--- src/rtl/blink_pkg.sv ---
// Shared types and helpers for the LED blink scheduler.
package blink_pkg;

  typedef enum logic [1:0] {
    ST_IDLE = 2'd0,
    ST_ON   = 2'd1,
    ST_OFF  = 2'd2
  } chan_state_e;

  localparam int DUR_W_DEF = 16;

  function automatic int tick_div_f(input int clk_freq, input int tick_hz);
    return clk_freq / tick_hz;
  endfunction

endpackage

--- src/rtl/blink_channel.sv ---
// One LED channel: on/off phase FSM, tick counter and stored durations.
module blink_channel
  import blink_pkg::*;
#(
  parameter int DUR_W = DUR_W_DEF
) (
  input  logic             clk,
  input  logic             rst,
  input  logic             tick,
  input  logic             apply,
  input  logic             enable,
  input  logic [DUR_W-1:0] on_in,
  input  logic [DUR_W-1:0] off_in,
  output logic             led,
  output logic             active
);

  chan_state_e      state_q, state_d;
  logic [DUR_W-1:0] cnt_q, cnt_d;
  logic [DUR_W-1:0] on_q, on_d;
  logic [DUR_W-1:0] off_q, off_d;
  logic             led_q, led_d;
  logic [DUR_W-1:0] cnt_inc;

  // Saturate so permanent ON/OFF channels never wrap.
  assign cnt_inc = (cnt_q == '1) ? cnt_q : cnt_q + DUR_W'(1);

  always_comb begin
    state_d = state_q;
    cnt_d   = cnt_q;
    on_d    = on_q;
    off_d   = off_q;
    if (apply) begin
      on_d  = on_in;
      off_d = off_in;
      cnt_d = '0;
      if (enable && on_in != '0) begin
        state_d = ST_ON;
      end else if (enable && off_in != '0) begin
        state_d = ST_OFF;
      end else begin
        state_d = ST_IDLE;
      end
    end else if (tick) begin
      case (state_q)
        ST_ON: begin
          if (off_q != '0 && cnt_q == on_q - DUR_W'(1)) begin
            state_d = ST_OFF;
            cnt_d   = '0;
          end else begin
            cnt_d = cnt_inc;
          end
        end
        ST_OFF: begin
          if (on_q != '0 && cnt_q == off_q - DUR_W'(1)) begin
            state_d = ST_ON;
            cnt_d   = '0;
          end else begin
            cnt_d = cnt_inc;
          end
        end
        default: ;
      endcase
    end
    led_d = (state_d == ST_ON);
  end

  always_ff @(posedge clk) begin
    if (rst) begin
      state_q <= ST_IDLE;
      cnt_q   <= '0;
      on_q    <= '0;
      off_q   <= '0;
      led_q   <= 1'b0;
    end else begin
      state_q <= state_d;
      cnt_q   <= cnt_d;
      on_q    <= on_d;
      off_q   <= off_d;
      led_q   <= led_d;
    end
  end

  assign led    = led_q;
  assign active = (state_q != ST_IDLE);

endmodule

--- src/rtl/blink_scheduler.sv ---
// Multi-channel LED blink controller: shared prescaler, config port, channels.
module blink_scheduler
  import blink_pkg::*;
#(
  parameter int CLK_FREQ = 25_000_000,
  parameter int TICK_HZ  = 1000,
  parameter int NUM_LEDS = 8,
  parameter int DUR_W    = DUR_W_DEF
) (
  input  logic             clk,
  input  logic             rst,
  input  logic             cfg_valid,
  output logic             cfg_ready,
  input  logic [2:0]       cfg_led,
  input  logic             cfg_enable,
  input  logic [DUR_W-1:0] cfg_on_ticks,
  input  logic [DUR_W-1:0] cfg_off_ticks,
  output logic             cfg_err,
  output logic [7:0]       leds,
  output logic [7:0]       chan_active
);

  localparam int TICK_DIV = tick_div_f(CLK_FREQ, TICK_HZ);
  localparam int PW = (TICK_DIV > 1) ? $clog2(TICK_DIV) : 1;
  localparam logic [PW-1:0] PMAX = PW'(TICK_DIV - 1);
  localparam logic [3:0] NL = 4'(NUM_LEDS);

  if (TICK_DIV < 1) begin : g_bad_div
    $error("blink_scheduler: TICK_DIV must be >= 1");
  end
  if (NUM_LEDS < 1 || NUM_LEDS > 8) begin : g_bad_num
    $error("blink_scheduler: NUM_LEDS must be 1..8");
  end

  logic [PW-1:0]    presc_q, presc_d;
  logic             tick;
  logic             accept;
  logic             apply_q, apply_d;
  logic             err_q, err_d;
  logic [2:0]       idx_q, idx_d;
  logic             en_q, en_d;
  logic [DUR_W-1:0] on_q, on_d;
  logic [DUR_W-1:0] off_q, off_d;

  assign tick      = (presc_q == PMAX);
  assign cfg_ready = ~rst & ~apply_q;
  assign accept    = cfg_valid & cfg_ready;
  assign cfg_err   = err_q;

  always_comb begin
    presc_d = tick ? '0 : presc_q + PW'(1);
    apply_d = accept;
    err_d   = accept && ({1'b0, cfg_led} >= NL);
    idx_d   = idx_q;
    en_d    = en_q;
    on_d    = on_q;
    off_d   = off_q;
    if (accept) begin
      idx_d = cfg_led;
      en_d  = cfg_enable;
      on_d  = cfg_on_ticks;
      off_d = cfg_off_ticks;
    end
  end

  always_ff @(posedge clk) begin
    if (rst) begin
      presc_q <= '0;
      apply_q <= 1'b0;
      err_q   <= 1'b0;
      idx_q   <= '0;
      en_q    <= 1'b0;
      on_q    <= '0;
      off_q   <= '0;
    end else begin
      presc_q <= presc_d;
      apply_q <= apply_d;
      err_q   <= err_d;
      idx_q   <= idx_d;
      en_q    <= en_d;
      on_q    <= on_d;
      off_q   <= off_d;
    end
  end

  for (genvar i = 0; i < 8; i++) begin : g_ch
    if (i < NUM_LEDS) begin : g_on
      blink_channel #(
        .DUR_W(DUR_W)
      ) u_ch (
        .clk    (clk),
        .rst    (rst),
        .tick   (tick),
        .apply  (apply_q && idx_q == 3'(i)),
        .enable (en_q),
        .on_in  (on_q),
        .off_in (off_q),
        .led    (leds[i]),
        .active (chan_active[i])
      );
    end else begin : g_off
      assign leds[i]        = 1'b0;
      assign chan_active[i] = 1'b0;
    end
  end

endmodule

--- config.mk ---
export PLATFORM = sky130hd
export DESIGN_NAME = blink_scheduler
export DESIGN_NICKNAME = d
export VERILOG_FILES = /design/src/rtl/blink_pkg.sv /design/src/rtl/blink_channel.sv /design/src/rtl/blink_scheduler.sv
export SDC_FILE = /design/constraint.sdc
export NUM_CORES = 1
export LEC_CHECK = 0
export CAP_MARGIN = 20
export CORE_UTILIZATION = 55
export DETAILED_ROUTE_END_ITERATION = 16
export GPL_TIMING_DRIVEN = 0
export PLACE_DENSITY = 0.84
export SKIP_CTS_REPAIR_TIMING = 1
export SLEW_MARGIN = 5
export SYNTH_ARGS = -nofsm -noshare
export SYNTH_HDL_FRONTEND = slang
export SYNTH_SLANG_ARGS = --single-unit
--- constraint.sdc ---
create_clock -name clk -period 7.8 [get_ports clk]
set_input_delay 0.78 -clock clk [delete_from_list [all_inputs] [get_ports clk]]
set_output_delay 0.78 -clock clk [all_outputs]
set_load 0.005 [all_outputs]
==> impl_metrics.env <==
export IMPL_setup_violations_final=0
export IMPL_worstHoldStart="presc_q[0]$_SDFF_PP0_"
export IMPL_cp_arrival_ns=4.82
export IMPL_grt_overflow=0
export IMPL_worst_slack_ns=3.46
export IMPL_worstSetupStartpointType="flip-flop"
export IMPL_min_to="presc_q[0]$_SDFF_PP0_"
export IMPL_path_max_fanout=10
export IMPL_critPathKind="flip-flop to flip-flop"
export IMPL_synthArstFlopShare=0
export IMPL_clk_latency_ns=0.61
export IMPL_grt_pass1_wl_mm=134
export IMPL_avgSynthCellArea_um2=7.44
export IMPL_antenna_left=0
export IMPL_dpl_cell_area_um2=29600
export IMPL_cap_viol_max_count=0
export IMPL_rows=82
export IMPL_clockBufferDepth=3
export IMPL_syn_inst=3777
export IMPL_area_growth_pct=11.9
export IMPL_dieArea_um2=52000
export IMPL_min_path_cells=1
export IMPL_relSlewSlack=0.135
export IMPL_place_ws_ns=3.54
export IMPL_grt_pass1_vias=25043
export IMPL_io_buffer_count=55
export IMPL_outcome="finished, final reports clean"
export IMPL_slew_violations=0
export IMPL_ios=57
export IMPL_clk_pin_slew_worst_paths_ns=0.06
export IMPL_reg2reg_slack_ns=3.46
export IMPL_powerDensity_nw_per_um2=171
export IMPL_cts_buffers_inserted=49
export IMPL_nNetsFinal=3989
export IMPL_dr_pass1_iters=7
export IMPL_drcViolationCount=0
export IMPL_cts_htree_levels=2
export IMPL_cts_tree="done"
export IMPL_power_switching_mw=1.30
export IMPL_rsz0062_at_grt="false"
export IMPL_r2r_end="g_ch[6].g_on.u_ch.cnt_q[5]$_SDFFE_PP0P_"
export IMPL_hp_class="flip-flop to flip-flop"
export IMPL_ir_drop_mv=0.185
export IMPL_ys_ff_latch=460
export IMPL_yosysUniqueCellTypes=88
export IMPL_ctsRootBufferMaster="clkbuf_16"
export IMPL_setup_worst_path_end_class="flip-flop"
export IMPL_hold_viol=0
export IMPL_via_count=28132
export IMPL_final_setup_skew_ns=0.0271
export IMPL_routedWlPerCell_um=18.7
export IMPL_track_usage=0.321
export IMPL_power_frac_comb=0.072
export IMPL_antenna_found_initial=0
export IMPL_gp_congestion=1.02
export IMPL_drt_wl_total_mm=86.2
export IMPL_internal_power_mw=4.08
export IMPL_p_seq_frac=0.444
export IMPL_hpwl_mm=60.5
export IMPL_layout_drive_gt1_share=0.0448
export IMPL_fillers=4428
export IMPL_synth_area_um2=28100
export IMPL_synthFlopType="dfxtp_1"
export IMPL_fin_area_um2=31400
export IMPL_die_w_um=228
export IMPL_synth_warnings=0
export IMPL_synthesis_nets=3873
export IMPL_finalCritPeriodShare=0.557
export IMPL_clock_sinks=460
export IMPL_layout_commonest_cell="nand2_1"
export IMPL_core_um2=50300
export IMPL_timing_fmax_mhz=230
export IMPL_cp_required_ns=8.28
export IMPL_setup_tns_ns=0
export IMPL_r2r_start="presc_q[7]$_SDFF_PP0_"
export IMPL_leakagePower_nw=11.1
export IMPL_seq_area_frac_synth=0.328
export IMPL_swShare=0.241
export IMPL_stdcell_count=4604
export IMPL_hold_worst_slack_ns=0.463
export IMPL_fin_util=0.625
export IMPL_worst_slew_pin_slew_ns=1.30
export IMPL_grt_max_degree=15
export IMPL_viasPerCell=6.11
export IMPL_start_util=0.559
export IMPL_r2r_cells=11
export IMPL_drt_initial_drc_count=3018
export IMPL_place_inst=4512
export IMPL_die_y_um=228
export IMPL_total_power_mw=5.38
export IMPL_clkPwrFrac=0.484
export IMPL_period_needed_ns=4.34
export IMPL_final_cell_mix="716 x nand2_1, 460 x dfxtp_1, 322 x a21oi_1"
export IMPL_synth_edf_count=0
## registers in the layout, indices dropped and copies added, names as in the netlist
name,flops
en_q,1
idx_q,3
g_ch.g_on.u_ch.state_q,16
g_ch.g_on.u_ch.off_q,128
apply_q,1
g_ch.g_on.u_ch.on_q,128
g_ch.g_on.u_ch.led,8
off_q,16
presc_q,15
g_ch.g_on.u_ch.cnt_q,128
on_q,16
## power by group through the flow
stage          logic (mW)  registers [mW]  clock network [mW]
2_1_floorplan       0.211            2.44                   0
3_3_place_gp        0.354            2.44                   0
3_5_place_dp        0.364            2.44                   0
4_1_cts             0.366            2.39                2.61
5_1_grt             0.402            2.39                2.72
6_report            0.385            2.39                2.60
## how the worst max path moves through the flow
stage	startpoint	endpoint	slack, ns	cells after the start
after floorplan	g_ch[3].g_on.u_ch.off_q[0]$_SDFFE_PP0P_	g_ch[3].g_on.u_ch.cnt_q[13]$_SDFFE_PP0P_	4.29	12
after global placement	presc_q[3]$_SDFF_PP0_	g_ch[6].g_on.u_ch.cnt_q[9]$_SDFFE_PP0P_	2.56	10
after detailed placement	presc_q[3]$_SDFF_PP0_	g_ch[6].g_on.u_ch.cnt_q[7]$_SDFFE_PP0P_	3.54	11
after CTS	presc_q[3]$_SDFF_PP0_	g_ch[6].g_on.u_ch.cnt_q[5]$_SDFFE_PP0P_	3.53	11
after global routing	presc_q[3]$_SDFF_PP0_	g_ch[6].g_on.u_ch.cnt_q[4]$_SDFFE_PP0P_	3.25	11
final	presc_q[7]$_SDFF_PP0_	g_ch[6].g_on.u_ch.cnt_q[5]$_SDFFE_PP0P_	3.46	11
## cell type report
class	instances	area, um2	area share
clock inverter	19	319	0.0102
timing repair buffer	65	673	0.0214
clock buffer	70	1490	0.0473
buffer	310	1260	0.0400
antenna	1	2.50	0.0000796
inverter	93	349	0.0111
multi-input combinational	2914	17300	0.550
sequential	460	9210	0.293
tap	672	841	0.0267
## critical path: stages, from the launching register on
cell	delay [ns]
dfxtp_1	0.43
or4b_2	0.65
nor4_4	0.55
buf_6	0.25
nand2_1	0.16
a21oi_1	0.17
nand4_1	0.12
a2111oi_0	0.80
nand4b_1	0.26
o211ai_1	0.43
buf_2	0.34
nor2_1	0.08
## Yosys cell counts, types with 19 or more instances
master	instances	area [um2]
a211oi_1	22	165
a21oi_1	322	1610
a31oi_1	31	194
and3_1	35	219
buf_4	19	143
clkbuf_1	262	983
dfxtp_1	460	9210
ha_1	57	713
inv_1	93	349
mux2i_1	43	430
nand2_1	716	2690
nand2b_1	59	369
nand3_1	131	656
nand4_1	83	519
nor2_1	252	946
nor2b_1	35	219
nor3_1	143	716
nor4_1	77	482
nor4b_1	20	175
o211ai_1	20	150
o21ai_0	107	536
o31ai_1	20	150
or3_1	21	131
or4_1	39	293
xnor2_1	226	1980
xor2_1	179	1570
## metal layers
metal  GRT usage  vias to the layer above  part of all wire
met1       0.428                    13050              0.41
met3      0.0656                      297              0.11
li1            -                    13294                 -
met4       0.170                        0             0.055
met5           0                        -                 0
met2       0.486                     1491              0.42
## cells by family (layout without fill, tap and decap cells)
kind of cell | Yosys count | count (layout) | synth area share
flops | 460 | 460 | 0.328
other cells | 1 | 2 | 0.000134
fa+ha+maj | 57 | 57 | 0.0254
mux | 55 | 55 | 0.0203
compound gates | 652 | 652 | 0.140
buf+inv | 403 | 557 | 0.0572
xor+xnor | 405 | 405 | 0.126
simple gates | 1744 | 1744 | 0.303
Note: power is estimated with default switching activity, not from simulation.
